==> config.mk <==
export PLATFORM = sky130hd
export DESIGN_NAME = pc_gen_flat
export DESIGN_NICKNAME = d
export VERILOG_FILES = /design/src/rtl/pc_gen_if.sv /design/src/rtl/pc_gen.sv /design/src/flat_wrapper.sv
export SDC_FILE = /design/constraint.sdc
export NUM_CORES = 1
export LEC_CHECK = 0
export ABC_AREA = 1
export BUFFER_PORTS_ARGS = -buffer_cell sky130_fd_sc_hd__buf_2
export CORE_MARGIN = 5
export CORE_UTILIZATION = 50
export CTS_BUF_LIST = sky130_fd_sc_hd__clkbuf_4
export CTS_CLUSTER_DIAMETER = 30
export DETAILED_ROUTE_END_ITERATION = 12
export GPL_TIMING_DRIVEN = 0
export HOLD_SLACK_MARGIN = 0.15
export PLACE_DENSITY_LB_ADDON = 0.12
export SYNTH_ARGS = -nofsm -noshare
export SYNTH_HDL_FRONTEND = slang
export SYNTH_SLANG_ARGS = --single-unit
==> constraint.sdc <==
create_clock -name clk -period 2.3 [get_ports clk]
set_input_delay 0.345 -clock clk [delete_from_list [all_inputs] [get_ports clk]]
set_output_delay 0.345 -clock clk [all_outputs]
set_load 0.01 [all_outputs]
==> src/rtl/pc_gen_if.sv <==
`default_nettype none
// ============================================================================
//  Module      : pc_gen_if
//  Description : Fetch-address handshake and redirect bundle between pc_gen
//                and the instruction-fetch side.
//  Revision    : 1.0 - initial release
// ============================================================================
interface pc_gen_if #(
    parameter int XLEN  = 32,
    parameter int CNT_W = 64
);
    logic [XLEN-1:0]  pc_o;
    logic             pc_valid;
    logic             pc_ready;
    logic             jmp_en;
    logic             jmpb_en;
    logic             jmpr_en;
    logic [XLEN-1:0]  offset;
    logic             halt;
    logic             trap_en;
    logic [XLEN-1:0]  trap_vec;
    logic             misalign;
    logic [XLEN-1:0]  fault_addr;
    logic             halted;
    logic [CNT_W-1:0] fetch_cnt;

    modport master (
        output pc_o, pc_valid, misalign, fault_addr, halted, fetch_cnt,
        input  pc_ready, jmp_en, jmpb_en, jmpr_en, offset, halt, trap_en, trap_vec
    );

    modport slave (
        input  pc_o, pc_valid, misalign, fault_addr, halted, fetch_cnt,
        output pc_ready, jmp_en, jmpb_en, jmpr_en, offset, halt, trap_en, trap_vec
    );
endinterface
`default_nettype wire

==> src/rtl/pc_gen.sv <==
`default_nettype none
// ============================================================================
//  Module      : pc_gen
//  Description : Program-counter generator for the fetch stage with
//                sequential/jal/branch/jalr/trap redirects, misalignment
//                fault, halt state and a fetch counter.
//  Revision    : 1.0 - initial release
// ============================================================================
module pc_gen #(
    parameter int              XLEN       = 32,
    parameter logic [XLEN-1:0] RESET_VEC  = 32'h8000_0000,
    parameter int              ILEN_BYTES = 4,
    parameter int              OFF_SHIFT  = 1,
    parameter int              CNT_W      = 64
) (
    input  wire logic   clk,
    input  wire logic   rst,
    pc_gen_if.master    bus
);

    localparam logic [1:0] c_ST_RST   = 2'd0;
    localparam logic [1:0] c_ST_RUN   = 2'd1;
    localparam logic [1:0] c_ST_FAULT = 2'd2;
    localparam logic [1:0] c_ST_HALT  = 2'd3;

    localparam logic [XLEN-1:0]  c_ALIGN_MASK = XLEN'(ILEN_BYTES - 1);
    localparam logic [XLEN-1:0]  c_ILEN       = XLEN'(ILEN_BYTES);
    localparam logic [CNT_W-1:0] c_CNT_ONE    = CNT_W'(1);

    logic [1:0]       r_state;
    logic [XLEN-1:0]  r_pc;
    logic             r_valid;
    logic             r_misalign;
    logic [XLEN-1:0]  r_fault_addr;
    logic             r_halted;
    logic [CNT_W-1:0] r_cnt;

    logic             w_fire;
    logic             w_redirect;
    logic [XLEN-1:0]  w_rel_tgt;
    logic [XLEN-1:0]  w_jalr_tgt;
    logic [XLEN-1:0]  w_tgt;
    logic             w_tgt_misaligned;
    logic [XLEN-1:0]  w_trap_pc;

    // r_valid is only ever set in RUN, so it doubles as the state qualifier
    assign w_fire           = r_valid & bus.pc_ready;
    assign w_redirect       = bus.jmpr_en | bus.jmp_en | bus.jmpb_en;
    assign w_rel_tgt        = r_pc + (bus.offset << OFF_SHIFT);
    assign w_jalr_tgt       = {bus.offset[XLEN-1:1], 1'b0};
    assign w_tgt            = bus.jmpr_en ? w_jalr_tgt : w_rel_tgt;
    assign w_tgt_misaligned = |(w_tgt & c_ALIGN_MASK);
    assign w_trap_pc        = bus.trap_vec & ~c_ALIGN_MASK;

    always_ff @(posedge clk) begin
        if (rst) begin
            r_state      <= c_ST_RST;
            r_pc         <= RESET_VEC;
            r_valid      <= 1'b0;
            r_misalign   <= 1'b0;
            r_fault_addr <= '0;
            r_halted     <= 1'b0;
            r_cnt        <= '0;
        end else begin
            if (w_fire) begin
                r_cnt <= r_cnt + c_CNT_ONE;
            end
            case (r_state)
                c_ST_RST: begin
                    r_state <= c_ST_RUN;
                    r_valid <= 1'b1;
                end
                c_ST_RUN, c_ST_FAULT: begin
                    if (bus.trap_en) begin
                        r_pc       <= w_trap_pc;
                        r_state    <= c_ST_RUN;
                        r_valid    <= 1'b1;
                        r_misalign <= 1'b0;
                    end else if (w_fire) begin
                        if (bus.halt) begin
                            r_state  <= c_ST_HALT;
                            r_halted <= 1'b1;
                            r_valid  <= 1'b0;
                        end else if (w_redirect && w_tgt_misaligned) begin
                            // pc stays on the instruction that produced the bad target
                            r_state      <= c_ST_FAULT;
                            r_misalign   <= 1'b1;
                            r_fault_addr <= w_tgt;
                            r_valid      <= 1'b0;
                        end else if (w_redirect) begin
                            r_pc <= w_tgt;
                        end else begin
                            r_pc <= r_pc + c_ILEN;
                        end
                    end
                end
                default: begin
                end
            endcase
        end
    end

    assign bus.pc_o       = r_pc;
    assign bus.pc_valid   = r_valid;
    assign bus.misalign   = r_misalign;
    assign bus.fault_addr = r_fault_addr;
    assign bus.halted     = r_halted;
    assign bus.fetch_cnt  = r_cnt;

endmodule
`default_nettype wire

==> src/flat_wrapper.sv <==
// flat-port wrapper written by rule: the top's interface ports become plain ports
module pc_gen_flat 
#(
    parameter int              XLEN       = 32,
    parameter logic [XLEN-1:0] RESET_VEC  = 32'h8000_0000,
    parameter int              ILEN_BYTES = 4,
    parameter int              OFF_SHIFT  = 1,
    parameter int              CNT_W      = 64
)
  (clk, rst, bus_pc_o, bus_pc_valid, bus_misalign, bus_fault_addr, bus_halted, bus_fetch_cnt, bus_pc_ready, bus_jmp_en, bus_jmpb_en, bus_jmpr_en, bus_offset, bus_halt, bus_trap_en, bus_trap_vec);
  pc_gen_if #(.XLEN(XLEN), .CNT_W(CNT_W)) bus_i ();
  input  wire logic clk;
  input  wire logic rst;
  output wire logic [$bits(bus_i.pc_o)-1:0] bus_pc_o;
  output wire logic [$bits(bus_i.pc_valid)-1:0] bus_pc_valid;
  output wire logic [$bits(bus_i.misalign)-1:0] bus_misalign;
  output wire logic [$bits(bus_i.fault_addr)-1:0] bus_fault_addr;
  output wire logic [$bits(bus_i.halted)-1:0] bus_halted;
  output wire logic [$bits(bus_i.fetch_cnt)-1:0] bus_fetch_cnt;
  input wire logic [$bits(bus_i.pc_ready)-1:0] bus_pc_ready;
  input wire logic [$bits(bus_i.jmp_en)-1:0] bus_jmp_en;
  input wire logic [$bits(bus_i.jmpb_en)-1:0] bus_jmpb_en;
  input wire logic [$bits(bus_i.jmpr_en)-1:0] bus_jmpr_en;
  input wire logic [$bits(bus_i.offset)-1:0] bus_offset;
  input wire logic [$bits(bus_i.halt)-1:0] bus_halt;
  input wire logic [$bits(bus_i.trap_en)-1:0] bus_trap_en;
  input wire logic [$bits(bus_i.trap_vec)-1:0] bus_trap_vec;
  assign bus_pc_o = bus_i.pc_o;
  assign bus_pc_valid = bus_i.pc_valid;
  assign bus_misalign = bus_i.misalign;
  assign bus_fault_addr = bus_i.fault_addr;
  assign bus_halted = bus_i.halted;
  assign bus_fetch_cnt = bus_i.fetch_cnt;
  assign bus_i.pc_ready = bus_pc_ready;
  assign bus_i.jmp_en = bus_jmp_en;
  assign bus_i.jmpb_en = bus_jmpb_en;
  assign bus_i.jmpr_en = bus_jmpr_en;
  assign bus_i.offset = bus_offset;
  assign bus_i.halt = bus_halt;
  assign bus_i.trap_en = bus_trap_en;
  assign bus_i.trap_vec = bus_trap_vec;
  pc_gen #(.XLEN(XLEN), .RESET_VEC(RESET_VEC), .ILEN_BYTES(ILEN_BYTES), .OFF_SHIFT(OFF_SHIFT), .CNT_W(CNT_W)) u_core (.clk(clk), .rst(rst), .bus(bus_i));
endmodule
Yosys cells after proc, flatten, opt, wreduce, memory -nomap -nowiden --
Cells that the tools add are included.
Storage, ports and cells: flip-flop bits (word level) 133, input bits 72, output and inout bits 131, word-level logic and storage cells 53
Cells by class: add/sub/neg operators 3, eq/ne operators 6, multiplexer cells 20, bitwise operators 5, reductions and logical operators 12
Operators by type and width (number):
- $mux 32 | 6
- $add 64x1->64 const B | 1
- $add 32x3->32 const B | 1
- $add 32x32->32 | 1
- $reduce_and 4->1 | 3
- $mux 1 | 8
- $mux 2 | 4
- $reduce_bool 2->1 | 3
- $reduce_and 5->1 | 1
- $ne 4x3->1 const B | 1
- $pmux 2 s2 | 1
- $reduce_or 2->1 | 2
- $ne 3x2->1 const B | 1
- $reduce_and 3->1 | 1
- $eq 2x1->1 const B | 1
- $eq 2x2->1 const B | 1
- $logic_not 2->1 | 1
- $ne 2x1->1 const B | 1
- $ne 2x2->1 const B | 1
- $not 1->1 | 2
- $or 1x1->1 | 2
- $pmux 1 s2 | 1
- $and 1x1->1 | 1
- $logic_and 1x1->1 | 1

Depth between registers and ports, before layout --
depth in word-level cells 9, mapped depth 16

Worst setup path after synthesis --
OpenSTA, ideal clock, no wires.
path kind register to register, from reg u_core.r_pc[1] (netlist: u_core.bus.pc_o[1]), to reg u_core.r_fault_addr[17] (netlist: u_core.bus.fault_addr[17]), library setup time 115 ps, data arrival time 2049 ps, data required time 2185 ps, path slack 136 ps, stages on the path, launching flop included 15, clock period less this slack 2164 ps, cell sequence dfxtp_1 > ha_1 > inv_1 > fa_1 > inv_1 > nand3_1 > nand3_1 > nand2_1 > nand3_1 > a21oi_1 > or2_2 > nand3_1 > nand2_1 > o21ai_0 > inv_1
Between the ends: cells in the longest elaborated chain, start to end 5
RTL lines:
- start, declared | RTL line pc_gen.sv:31 | logic [XLEN-1:0] r_pc;
- start signal, assigned | RTL line pc_gen.sv:75 | r_pc <= w_trap_pc;
- start signal, assigned | RTL line pc_gen.sv:91 | r_pc <= w_tgt;
- start signal, assigned | RTL line pc_gen.sv:93 | r_pc <= r_pc + c_ILEN;
- $add 32x32->32 (*) | RTL line pc_gen.sv:49 | assign w_rel_tgt = r_pc + (bus.offset << OFF_SHIFT);
- $mux 32 (*) | RTL line pc_gen.sv:51 | assign w_tgt = bus.jmpr_en ? w_jalr_tgt : w_rel_tgt;
- $reduce_or 2->1 | RTL line pc_gen.sv:52 | assign w_tgt_misaligned = |(w_tgt & c_ALIGN_MASK);
- $logic_and 1x1->1 | RTL line pc_gen.sv:84 | end else if (w_redirect && w_tgt_misaligned) begin
- $reduce_and 5->1 (no source line)
- end signal, assigned | RTL line pc_gen.sv:88 | r_fault_addr <= w_tgt;
- end, declared | RTL line pc_gen.sv:34 | logic [XLEN-1:0] r_fault_addr;
Mark *: on every way between the ends. The rest lies on a longest branch, timed or not. A chain may end at the register's enable or synchronous reset.

Final worst setup path --
from reg u_core.r_pc[3] (netlist: u_core.bus.pc_o[3]), to reg u_core.r_pc[12] (netlist: u_core.bus.pc_o[12])
Between the ends: cells in the longest elaborated chain, start to end 7, elaborated cells on any way between the ends 8, classes of those cells add/sub: 2; mux: 6
RTL lines:
- $add 32x32->32 | RTL line pc_gen.sv:49
- $mux 32 | RTL line pc_gen.sv:51
- $mux 32 (*) | RTL line pc_gen.sv:90 | end else if (w_redirect) begin
- $mux 32 (*) | RTL line pc_gen.sv:84
- $mux 32 (*) | RTL line pc_gen.sv:80 | if (bus.halt) begin
- $mux 32 (*) | RTL line pc_gen.sv:79 | end else if (w_fire) begin
- $mux 32 (*) | RTL line pc_gen.sv:74 | if (bus.trap_en) begin
Mark *: on every way between the ends. The rest lies on a longest branch, timed or not. The select of a mux whose other input is x is not followed.

==> flow_summary_export.csv <==
group,metric,value,unit
layout,area_growth,23.4,%
place,gp_congestion,0.977,
die,rows,51,
power_and_ir_drop,p_per_area,490,mW/mm²
die,initial_utilization,50.4,%
worst_setup_path,slowest_delay,390,ps
clock_tree,h-tree-depth,4,
yosys,synthesis.area,0.00975,mm²
timing,slew_viol_final,0,
layout,drive_gt1_share,22.5,%
yosys,synth_cells,1586,
power_and_ir_drop,internal_power,3.67,mW
global_route,antenna_found_initial,1,
global_route,grt_pass1_vias,10300,
yosys,synthDistinctLibCells,55,
power_and_ir_drop,p_sw,2.22,mW
drt,drt-total-wl,35600,µm
yosys,synth.avg_cell_area,6.15,µm²
clock_tree,cts_buffer_depth,2,
worst_setup_path,crit_chain,"ha_4, or2_2, and2_1, nand3_1, nand3_2, xnor2_1, o21ai_1, nand2_1, a31oi_1",
layout,final_core_util,62.2,%
worst_setup_path,startpoint_type,"register",
worst_setup_path,path_class,"reg -> reg",
clock_tree,clkSinkCount,133,
timing,rsz0062_at_grt,"true",
timing,finalSetupViolations,0,
clock_tree,clk_pin_slew,130,ps
timing,finalClockSkew,15.8,ps
worst_setup_path,required,2810,ps
power_and_ir_drop,seq_power_share,43.6,%
power_and_ir_drop,clock_power_share,27.0,%
timing,max_slew_margin,45.8,%
yosys,synth_top_area_share,27.3,%
power_and_ir_drop,fin_total_pwr,5.89,mW
global_route,grt_overflow,0,
yosys,synth-seq-cells,133,
place,dp_hpwl,28000,µm
place,portBuffers,199,
timing,hold_violations,0,
yosys,yosysSeqAreaShare,27.3,%
die,fp.dieW,150,µm
global_route,grt_pass1_wl,53800,µm
clock_tree,insertion_delay,580,ps
yosys,synth_nets,1692,
timing,tightest_slew,813,ps
drt,wl_per_cell,16.8,µm
timing,fmax,448,MHz
run,maxCapViolations,0,
drt,firstDrtPassIters,5,
global_route,grt_start_max_net_pins,17,
worst_setup_path,critical-path-slowest-cell,"dfxtp_4",
timing,layout_min_cycle_time,2230,ps
worst_setup_path,end_kind,"register",
yosys,synth_top_cell_by_area,"dfxtp_1",
drt,antenna_left,0,
die,pin_count,203,
worst_setup_path,crit_arrival,2740,ps
power_and_ir_drop,ir_drop,0.341,mV
power_and_ir_drop,swShare,37.7,%
hold_path,hold_class,"in -> reg",
clock_tree,cts_tree,"yes",
die,chipHeight,150,µm
drt,via_count,11600,
layout,fin_area,0.0120,mm²
yosys,synth_edf_count,0,
worst_setup_path,cp_max_fo,5,
yosys,synth_area_leaders,"dfxtp_1 27%, nand2_1 15%, inv_1 8.9%",
place,dpl_cell_area,0.0111,mm²
drt,initialDrtViolationCount,1042,
power_and_ir_drop,combPwrFrac,29.4,%
layout,fin_nets,1939,
power_and_ir_drop,power.leakage,5.81,nW
die,core,0.0193,mm²
yosys,synthArstFlopShare,0,%
run_status,status,"finished clean",
drt,vias_per_cell,5.48,
timing,finalCritPeriodShare,97.1,%
yosys,synthFlopType,"dfxtp_1",
clock_tree,clockRootBuffer,"clkbuf_4",
yosys,ys_warn_count,0,
drt,drc,0,
clock_tree,numCtsBuffers,17,
die,die_area,0.0224,mm²
global_route,track_usage,30.5,%
==> per-layer routing <==
| layer | vias up | routed length [µm] | GRT usage, % |
|---|---|---|---|
| li1 | 5697 | - | - |
| met1 | 5250 | 16100 | 43.4 |
| met2 | 558 | 15000 | 45.9 |
| met3 | 68 | 3620 | 7.45 |
| met4 | 0 | 888 | 8.70 |
| met5 | - | 0 | 0 |
==> repair_timing <==
item,CTS,global route
hold buffers,22,0
endpoints found under the setup margin,34,51
gates resized for setup,26,99
pin swaps,0,11
setup buffers,0,7
endpoints found under the hold margin,23,0
==> cell usage in the layout, fill, tap and decap left out, types with 18 or more instances in the layout <==
| cell type | count |
|---|---|
| nand3_1 | 92 |
| dfxtp_1 | 106 |
| nor3_1 | 39 |
| nand4_1 | 39 |
| inv_1 | 229 |
| clkbuf_4 | 19 |
| o21ai_0 | 99 |
| nand2_1 | 377 |
| dlygate4sd3_1 | 22 |
| clkbuf_1 | 21 |
| nor2_1 | 172 |
| a21oi_1 | 96 |
| nand2_2 | 20 |
| ha_1 | 18 |
| buf_2 | 209 |
==> metrics by stage <==
| step | std cells | setup slack (ps) | setup TNS [ps] | hold WS, ps |
|---|---|---|---|---|
| floorplan | 1586 | 136 | 0 | 447 |
| global route | 2112 | -29.4 | -67.3 | 174 |
| CTS | 2104 | -8.90 | -8.90 | 153 |
| global placement | 2050 | -292 | -4150 | 448 |
| finish | 2112 | 66.1 | 0 | 176 |
| detailed placement | 2050 | -309 | -4830 | 458 |
==> power by group through the flow <==
stage / logic, mW / clock network [mW] / registers, mW
finish: 1.73 / 1.59 / 2.57
global route: 1.89 / 1.70 / 2.58
CTS: 1.58 / 1.60 / 2.55
detailed placement: 1.52 / 0 / 2.60
global placement: 1.50 / 0 / 2.60
floorplan: 0.978 / 0 / 2.58
==> cells in the mapped netlist, types with 7 or more instances <==
cell type / n
a21oi_1: 106
a221oi_1: 8
a31oi_1: 15
buf_2: 11
clkbuf_1: 21
dfxtp_1: 133
ha_1: 33
inv_1: 230
inv_2: 7
nand2_1: 392
nand3_1: 102
nand4_1: 39
nor2_1: 181
nor2_2: 9
nor3_1: 40
nor3_2: 10
nor4_1: 10
o211ai_1: 8
o21ai_0: 107
or2_2: 17
xnor2_1: 16
xor2_1: 17
==> cells by family after synthesis <==
| family | count (synthesis) | share of synthesized area (%) |
|---|---|---|
| AOI/OAI and AO/OA | 275 | 15.7 |
| xor gates and xnor gates | 33 | 2.97 |
| adders and majority gates | 34 | 4.44 |
| buffers and inverters | 281 | 11.2 |
| DFF | 133 | 27.3 |
| and+or+nand+nor | 830 | 38.4 |
==> sequential cells by signal (all words and copies together), names as in the netlist <==
signal and count:
u_core.bus.fault_addr 32, u_core.bus.fetch_cnt 64, u_core.bus.halted 1, u_core.bus.misalign 1, u_core.bus.pc_o 32, u_core.bus.pc_valid 1
u_core.r_state 2
==> final cells by class <==
type / instances / area (µm²)
diodes: 1 / 2.50
plain buffers: 43 / 201
clock buffers: 18 / 135
clock inverters: 14 / 135
fillers: 1943 / 7310
inverters: 238 / 893
multi-input cells: 1172 / 6330
flip-flops and latches: 133 / 2730
well taps: 265 / 332
repair buffers: 228 / 1270
==> path summary, 6_finish.rpt <==
path,start,to,slack (ps),cells after the start
worst max-delay path,u_core.bus.pc_o[3],u_core.bus.pc_o[12],70,9
worst min-delay path,bus_offset[27],u_core.bus.fault_addr[27],180,5
worst max register to register,u_core.bus.pc_o[3],u_core.bus.pc_o[12],70,9
worst min register to register,u_core.bus.fetch_cnt[63],u_core.bus.fetch_cnt[63],480,2
==> critical path: cells and delay by family, from the launching register on <==
family / cells / cell delay [ps]
AND/OR/NAND/NOR: 5 / 890
flip-flops: 1 / 390
AO/OA/AOI/OAI: 2 / 490
XOR/XNOR: 1 / 160
adder cells (fa/ha/maj): 1 / 230
No activity file was read; power rests on OpenSTA's default activity.
